File: src/rtl/nand_reduce_pipe.sv
// nand_reduce_pipe: per-lane AND/NAND/OR/NOR/XOR/XNOR reduction through a
// registered binary tree, with a valid/ready handshake and a global stall.
// Ports: clk, rst (async, active high).
//   Producer side: in_valid, in_ready, in_data (lane k = [k*WIDTH +: WIDTH]),
//   in_mode (0 AND, 1 NAND, 2 OR, 3 NOR, 4 XOR, 5 XNOR, 6-7 reserved).
//   Consumer side: out_valid, out_ready, out_data (bit k = lane k),
//   out_err (result came from a reserved mode).
module nand_reduce_pipe #(
    parameter int WIDTH    = 4,
    parameter int CHANNELS = 1
) (
    input  logic                      clk,
    input  logic                      rst,
    input  logic                      in_valid,
    output logic                      in_ready,
    input  logic [CHANNELS*WIDTH-1:0] in_data,
    input  logic [2:0]                in_mode,
    output logic                      out_valid,
    input  logic                      out_ready,
    output logic [CHANNELS-1:0]       out_data,
    output logic                      out_err
);

    localparam int LEVELS  = $clog2(WIDTH);
    localparam int LATENCY = (LEVELS < 1) ? 1 : LEVELS;
    localparam int CW      = CHANNELS * WIDTH;

    // Number of live operands per lane after s pairing levels.
    function automatic int lvl_n(input int s);
        int n;
        n = WIDTH;
        for (int i = 0; i < s; i++) begin
            n = (n + 1) / 2;
        end
        return n;
    endfunction

    // Base operator; inversion is applied only at the last stage.
    function automatic logic op2(
        input logic       x,
        input logic       y,
        input logic [2:0] m
    );
        logic r;
        r = x ^ y;
        unique case (1'b1)
            (m[2:1] == 2'd0): r = x & y;
            (m[2:1] == 2'd1): r = x | y;
            default:          r = x ^ y;
        endcase
        return r;
    endfunction

    // One tree level on every lane: operand j of the result combines
    // operands 2j and 2j+1; an unpaired last operand passes through.
    // Bits at and above the live count stay zero.
    function automatic logic [CW-1:0] fold(
        input logic [CW-1:0] a,
        input int            n,
        input logic [2:0]    m
    );
        logic [CW-1:0] r;
        logic [WIDTH:0] sh;
        r = '0;
        for (int k = 0; k < CHANNELS; k++) begin
            for (int j = 0; j < WIDTH; j++) begin
                sh = {1'b0, a[k*WIDTH +: WIDTH]} >> (2 * j);
                if (2 * j + 1 < n) begin
                    r[k*WIDTH + j] = op2(sh[0], sh[1], m);
                end else if (2 * j < n) begin
                    r[k*WIDTH + j] = sh[0];
                end
            end
        end
        return r;
    endfunction

    logic [CW-1:0]       stg_dat  [LATENCY];
    logic [2:0]          stg_mode [LATENCY];
    logic                stg_vld  [LATENCY];
    logic [CW-1:0]       lvl      [LATENCY];
    logic [CW-1:0]       dat_q    [LATENCY];
    logic [2:0]          mode_q   [LATENCY];
    logic                vld_q    [LATENCY];
    logic [CHANNELS-1:0] out_q;
    logic [CHANNELS-1:0] res_d;
    logic                err_q;
    logic                err_d;
    logic                ovld_q;
    logic                adv;

    assign adv       = ~ovld_q | out_ready;
    assign in_ready  = adv;
    assign out_valid = ovld_q;
    assign out_data  = out_q;
    assign out_err   = err_q;

    // Stage i consumes the raw input (i = 0) or the previous register.
    always_comb begin
        stg_dat[0]  = in_data;
        stg_mode[0] = in_mode;
        stg_vld[0]  = in_valid;
        for (int i = 1; i < LATENCY; i++) begin
            stg_dat[i]  = dat_q[i-1];
            stg_mode[i] = mode_q[i-1];
            stg_vld[i]  = vld_q[i-1];
        end
    end

    for (genvar g = 0; g < LATENCY; g++) begin : g_lvl
        assign lvl[g] = fold(stg_dat[g], lvl_n(g), stg_mode[g]);
    end

    // Final stage: odd modes invert, reserved modes force 0 and flag.
    always_comb begin
        res_d = '0;
        err_d = (stg_mode[LATENCY-1] > 3'd5);
        for (int k = 0; k < CHANNELS; k++) begin
            res_d[k] = err_d ? 1'b0
                     : (lvl[LATENCY-1][k*WIDTH] ^ stg_mode[LATENCY-1][0]);
        end
    end

    always_ff @(posedge clk or posedge rst) begin
        if (rst) begin
            for (int i = 0; i < LATENCY; i++) begin
                dat_q[i]  <= '0;
                mode_q[i] <= '0;
                vld_q[i]  <= 1'b0;
            end
            out_q  <= '0;
            err_q  <= 1'b0;
            ovld_q <= 1'b0;
        end else if (adv) begin
            for (int i = 0; i < LATENCY - 1; i++) begin
                dat_q[i]  <= lvl[i];
                mode_q[i] <= stg_mode[i];
                vld_q[i]  <= stg_vld[i];
            end
            out_q  <= res_d;
            err_q  <= err_d;
            ovld_q <= stg_vld[LATENCY-1];
        end
    end

endmodule

File: config.mk
export PLATFORM = sky130hd
export DESIGN_NAME = nand_reduce_pipe
export DESIGN_NICKNAME = d
export VERILOG_FILES = /design/src/rtl/nand_reduce_pipe.sv
export SDC_FILE = /design/constraint.sdc
export NUM_CORES = 1
export LEC_CHECK = 0
export ABC_AREA = 1
export BUFFER_PORTS_ARGS = -buffer_cell sky130_fd_sc_hd__buf_2
export CAP_MARGIN = 15
export CORE_AREA = 4 4 41 43
export CTS_CLUSTER_DIAMETER = 100
export CTS_CLUSTER_SIZE = 12
export DETAILED_ROUTE_END_ITERATION = 6
export DIE_AREA = 0 0 45 47
export PLACE_DENSITY = 0.68
export SYNTH_ARGS = -nofsm -noshare
export SYNTH_HDL_FRONTEND = slang
export SYNTH_SLANG_ARGS = --single-unit
File: constraint.sdc
create_clock -name clk -period 1.1 [get_ports clk]
set_input_delay 0.275 -clock clk [delete_from_list [all_inputs] [get_ports clk]]
set_output_delay 0.275 -clock clk [all_outputs]
set_load 0.02 [all_outputs]
# Word-level counts from Yosys, hierarchy flattened
# Cells that the tools add are included.
[word_totals] register_bits=9 inputBits=11 out_inout_bits=4 word_cells=27
[op_classes] n_lt_le_gt_ge=1 eq_ne=2 muxes=4 bitwise=12 n_reduce_logical=2
[ops] cell="$pmux W1 S2" count=3
[ops] cell="$eq A2 B1 Y1 const B" count=2
[ops] cell="$logic_not A2 Y1" count=2
[ops] cell="$or A1 B1 Y1" count=4
[ops] cell="$xor A1 B1 Y1" count=4
[ops] cell="$and A1 B1 Y1" count=3
[ops] cell="$gt A3 B3 Y1 const B" count=1
[ops] cell="$mux W1" count=1
[ops] cell="$not A1 Y1" count=1

# Logic depth before layout (Yosys ltp)
[logic_depth] depth_word=4 depth_mapped=8 ltp_nobuf=8

# Worst setup path after synthesis
# OpenSTA, ideal clock, no wires.
[synth_path] kind="register to register" start="reg dat_q[4] (netlist name)" end="reg out_q (netlist: out_data)" setup_time_ps=65 t_arrival_ps=1061 required_time_ps=1035 path_slack_ps=-26 path_stages_with_launch=7 n_path_buf=0 period_less_slack_ps=1126 path_cell_list="dfrtp_1 -> inv_1 -> ha_1 -> or2_0 -> nand3_1 -> nand3_1 -> nand2_1"
[synth_via] elab_chain_len=4 elab_cells_between_ends=6 classes_between="mux (2); bitwise (4)"
[synth_rtl] item="start, declared" line_no="82" source="logic [CW-1:0] dat_q [LATENCY];"
[synth_rtl] item="start signal, assigned by index" line_no="136" source="dat_q[i] <= lvl[i];"
[synth_rtl] item="$xor A1 B1 Y1, or another cell as far along" line_no="49" source="default: r = x ^ y;"
[synth_rtl] item="$pmux W1 S2 *" line_no="46" source="unique case (1'b1)"
[synth_rtl] item="$xor A1 B1 Y1 *" line_no="120" source=": (lvl[LATENCY-1][k*WIDTH] ^ stg_mode[LATENCY-1][0]);"
[synth_rtl] item="$mux W1 *" line_no="119" source="res_d[k] = err_d ? 1'b0"
[synth_rtl] item="end signal, assigned" line_no="140" source="out_q <= res_d;"
[synth_rtl] item="end, declared" line_no="85" source="logic [CHANNELS-1:0] out_q;"
# Every way passes the cells marked *; elsewhere a longest branch is shown, timed or not.
# A chain may end at the register's enable or synchronous reset.

# Worst setup path after layout
[layout_path] start="reg ovld_q (netlist: out_valid)" end="out in_ready"
[layout_via] elab_chain_len=2
[layout_rtl] item="start, declared" line_no="89" source="logic ovld_q;"
[layout_rtl] item="start signal, assigned" line_no="142" source="ovld_q <= stg_vld[LATENCY-1];"
[layout_rtl] item="$not A1 Y1" line_no="92" source="assign adv = ~ovld_q | out_ready;"
[layout_rtl] item="$or A1 B1 Y1" line_no="92"
[layout_rtl] item="end, declared" line_no="15" source="output logic in_ready,"
# No other way between the ends.

==> impl_metrics.env <==
export IMPL_final_hold_viol_count=0
export IMPL_worstSetupEndpointType="primary output"
export IMPL_cpPeakStageDelay_ns=0.38
export IMPL_dp_hpwl_um=855
export IMPL_syn_to_final_growth_pct=47.0
export IMPL_grt_max_degree=10
export IMPL_postRouteAntennaNets=0
export IMPL_fin_crit_ns=1.22
export IMPL_violations="setup timing"
export IMPL_die_h_um=47
export IMPL_critPathArrivalTime_ns=0.95
export IMPL_cts_sinks=9
export IMPL_antenna_found_initial=0
export IMPL_status="finished, violations left"
export IMPL_drt_first_pass_iters=4
export IMPL_gr_total_overflow=0
export IMPL_vias=524
export IMPL_p_leak_uw=0.000438
export IMPL_synth_avg_cell_area_um2=8.10
export IMPL_netlist_area_um2=551
export IMPL_peakVddDrop_v=0.000809
export IMPL_final_common_cell="inv_1"
export IMPL_cpLargestDelayFamily="flip-flops"
export IMPL_drtIter0Drc=4
export IMPL_ctsRootBufferMaster="clkbuf_4"
export IMPL_drv_slew=0
export IMPL_dpl_cell_area_um2=667
export IMPL_fmax_mhz=819
export IMPL_finalSetupViolations=6
export IMPL_fin_ws_ns=-0.120
export IMPL_core_area_um2=1300
export IMPL_critPathBufInv=3
export IMPL_num_rows=13
export IMPL_synth_area_leaders="dfrtp_1 41%, ha_1 14%, inv_1 10%, nand2_1 8.2%, nand3_1 6.4%"
export IMPL_viasPerCell=4.76
export IMPL_clk_latency_ns=0.27
export IMPL_min_path_type="input pin to flip-flop"
export IMPL_yosys_register_bits=9
export IMPL_syn_nets=85
export IMPL_synth_distinct_cells=14
export IMPL_grt_use_total_pct=13.6
export IMPL_drive_above_1_share_pct=42.1
export IMPL_clockBufferDepth=2
export IMPL_fin_nets=113
export IMPL_grt_pass1_wl_um=1970
export IMPL_finalInstanceArea_um2=810
export IMPL_setup_tns_ns=-0.383
export IMPL_start_util_pct=42.3
export IMPL_power_density_nw_per_um2=1430
export IMPL_synth_cells=68
export IMPL_period_share_pct=111
export IMPL_crit_type="flip-flop to primary output"
export IMPL_relSlewSlack_pct=76.5
export IMPL_clock_skew_final_ns=0.00125
export IMPL_layout_common_cells="12 x inv_1, 11 x buf_2, 10 x nand2_1"
export IMPL_io_pins=15
export IMPL_maxCapViolations=0
export IMPL_synth_top_area_share_pct=40.9
export IMPL_ys_warn_count=0
export IMPL_cts_buffers=3
export IMPL_routed_wl_um=1340
export IMPL_r2r_slack_ns=-0.10
export IMPL_drc=0
export IMPL_seq_area_frac_synth_pct=40.9
export IMPL_cts_tree="done"
export IMPL_cp_slowest_cell="dfrtp_1"
export IMPL_tightest_slew_ns=0.353
export IMPL_wl_per_cell_um=12.2
export IMPL_first_global_vias=507
export IMPL_rsz0062_at_grt="true"
export IMPL_cp_max_fo=2
export IMPL_cp_cell_sequence="inv_2 > nor2_8 > inv_4 > buf_6"
export IMPL_gp_congestion=0.714
export IMPL_ctsHtreeMaxLevel=1
export IMPL_hold_ws_ns=0.220
export IMPL_antennaDiodeCount=0
export IMPL_synth_largest_area_cell="dfrtp_1"
export IMPL_portBuffers=14
export IMPL_dieArea_um2=2120
export IMPL_die_w_um=45
export IMPL_cp_required_ns=0.82
export IMPL_clkTransAtPathRegs_ns=0.06
export IMPL_cp_start_kind="flip-flop"
synthesized netlist by cell type:
master,count
nor2_8,1
dfrtp_1,9
nand3_1,7
inv_4,1
or2_0,1
ha_1,6
a21oi_1,3
nand3b_1,2
nand2_1,12
inv_2,1
a31oi_1,2
nor2_1,4
inv_1,15
o21ai_1,4
report_power, final:
group | switching [uW] | internal (uW) | leakage, uW | total (uW)
Clock | 127 | 141 | 0.0000150 | 267
Combinational | 228 | 224 | 0.000316 | 453
Sequential | 51.1 | 389 | 0.000107 | 440
Total | 406 | 753 | 0.000438 | 1160
sequential cells by signal, summed over array words and instances (netlist names):
name	flops
mode_q	3
stg_vld	1
dat_q	2
out_data	1
out_err	1
out_valid	1
layer usage:
layer	global-route usage (%)	vias to the layer above	routed length (um)
met4	7.02	0	44
met2	23.7	13	709
met5	0	-	0
met1	14.6	240	521
met3	4.60	4	67
li1	-	267	-
repair_timing:
action | in CTS | in global routing
hold endpoints to repair | 9 | 0
pin swaps | 2 | 2
endpoints found under the setup margin | 2 | 10
hold buffers | 1 | 0
setup buffers | 2 | 4
gates resized for setup | 6 | 13
final timing paths:
path                                  from          to  cells past startpoint
worst min register to register  stg_vld[0]   out_valid                      2
worst min-delay path              in_valid  stg_vld[0]                      3
worst max-delay path             out_valid    in_ready                      4
worst max register to register   out_valid    dat_q[5]                      7
max in group asynchronous              rst    dat_q[4]                      3
min in group asynchronous              rst     out_err                      3
layout make-up:
| cell class | count | area (um2) |
|---|---|---|
| multi-input cells | 42 | 298 |
| fillers | 117 | 492 |
| repair buffers | 23 | 175 |
| flip-flops and latches | 9 | 225 |
| well taps | 15 | 18.8 |
| clock buffers | 4 | 26.3 |
| inverters | 17 | 66.3 |
worst register-to-register path, stage by stage (launching register included):
cell	delay, ns
dfrtp_1	0.38
inv_2	0.10
nor2_8	0.04
buf_4	0.13
buf_6	0.12
buf_6	0.13
a21oi_2	0.11
a31oi_1	0.09
kinds of logic after synthesis:
logic type / synth area share, %
AND/OR/NAND/NOR: 24.8
buffers and inverters: 12.0
flip-flops: 40.9
AO/OA/AOI/OAI: 8.64
adder cells (fa/ha/maj): 13.6
metrics by stage:
step / power (uW) / worst slack (ns) / utilization [%] / cells
after floorplan: 636 / 0.0103 / - / 68
after global placement: 743 / -0.0149 / 51.2 / 99
after detailed placement: 753 / -0.0508 / 51.2 / 99
after CTS: 1050 / -0.144 / 56.5 / 106
after global routing: 1240 / -0.149 / 62.2 / 110
final: 1160 / -0.120 / 62.2 / 110
Power figures use the tool's default switching activity.
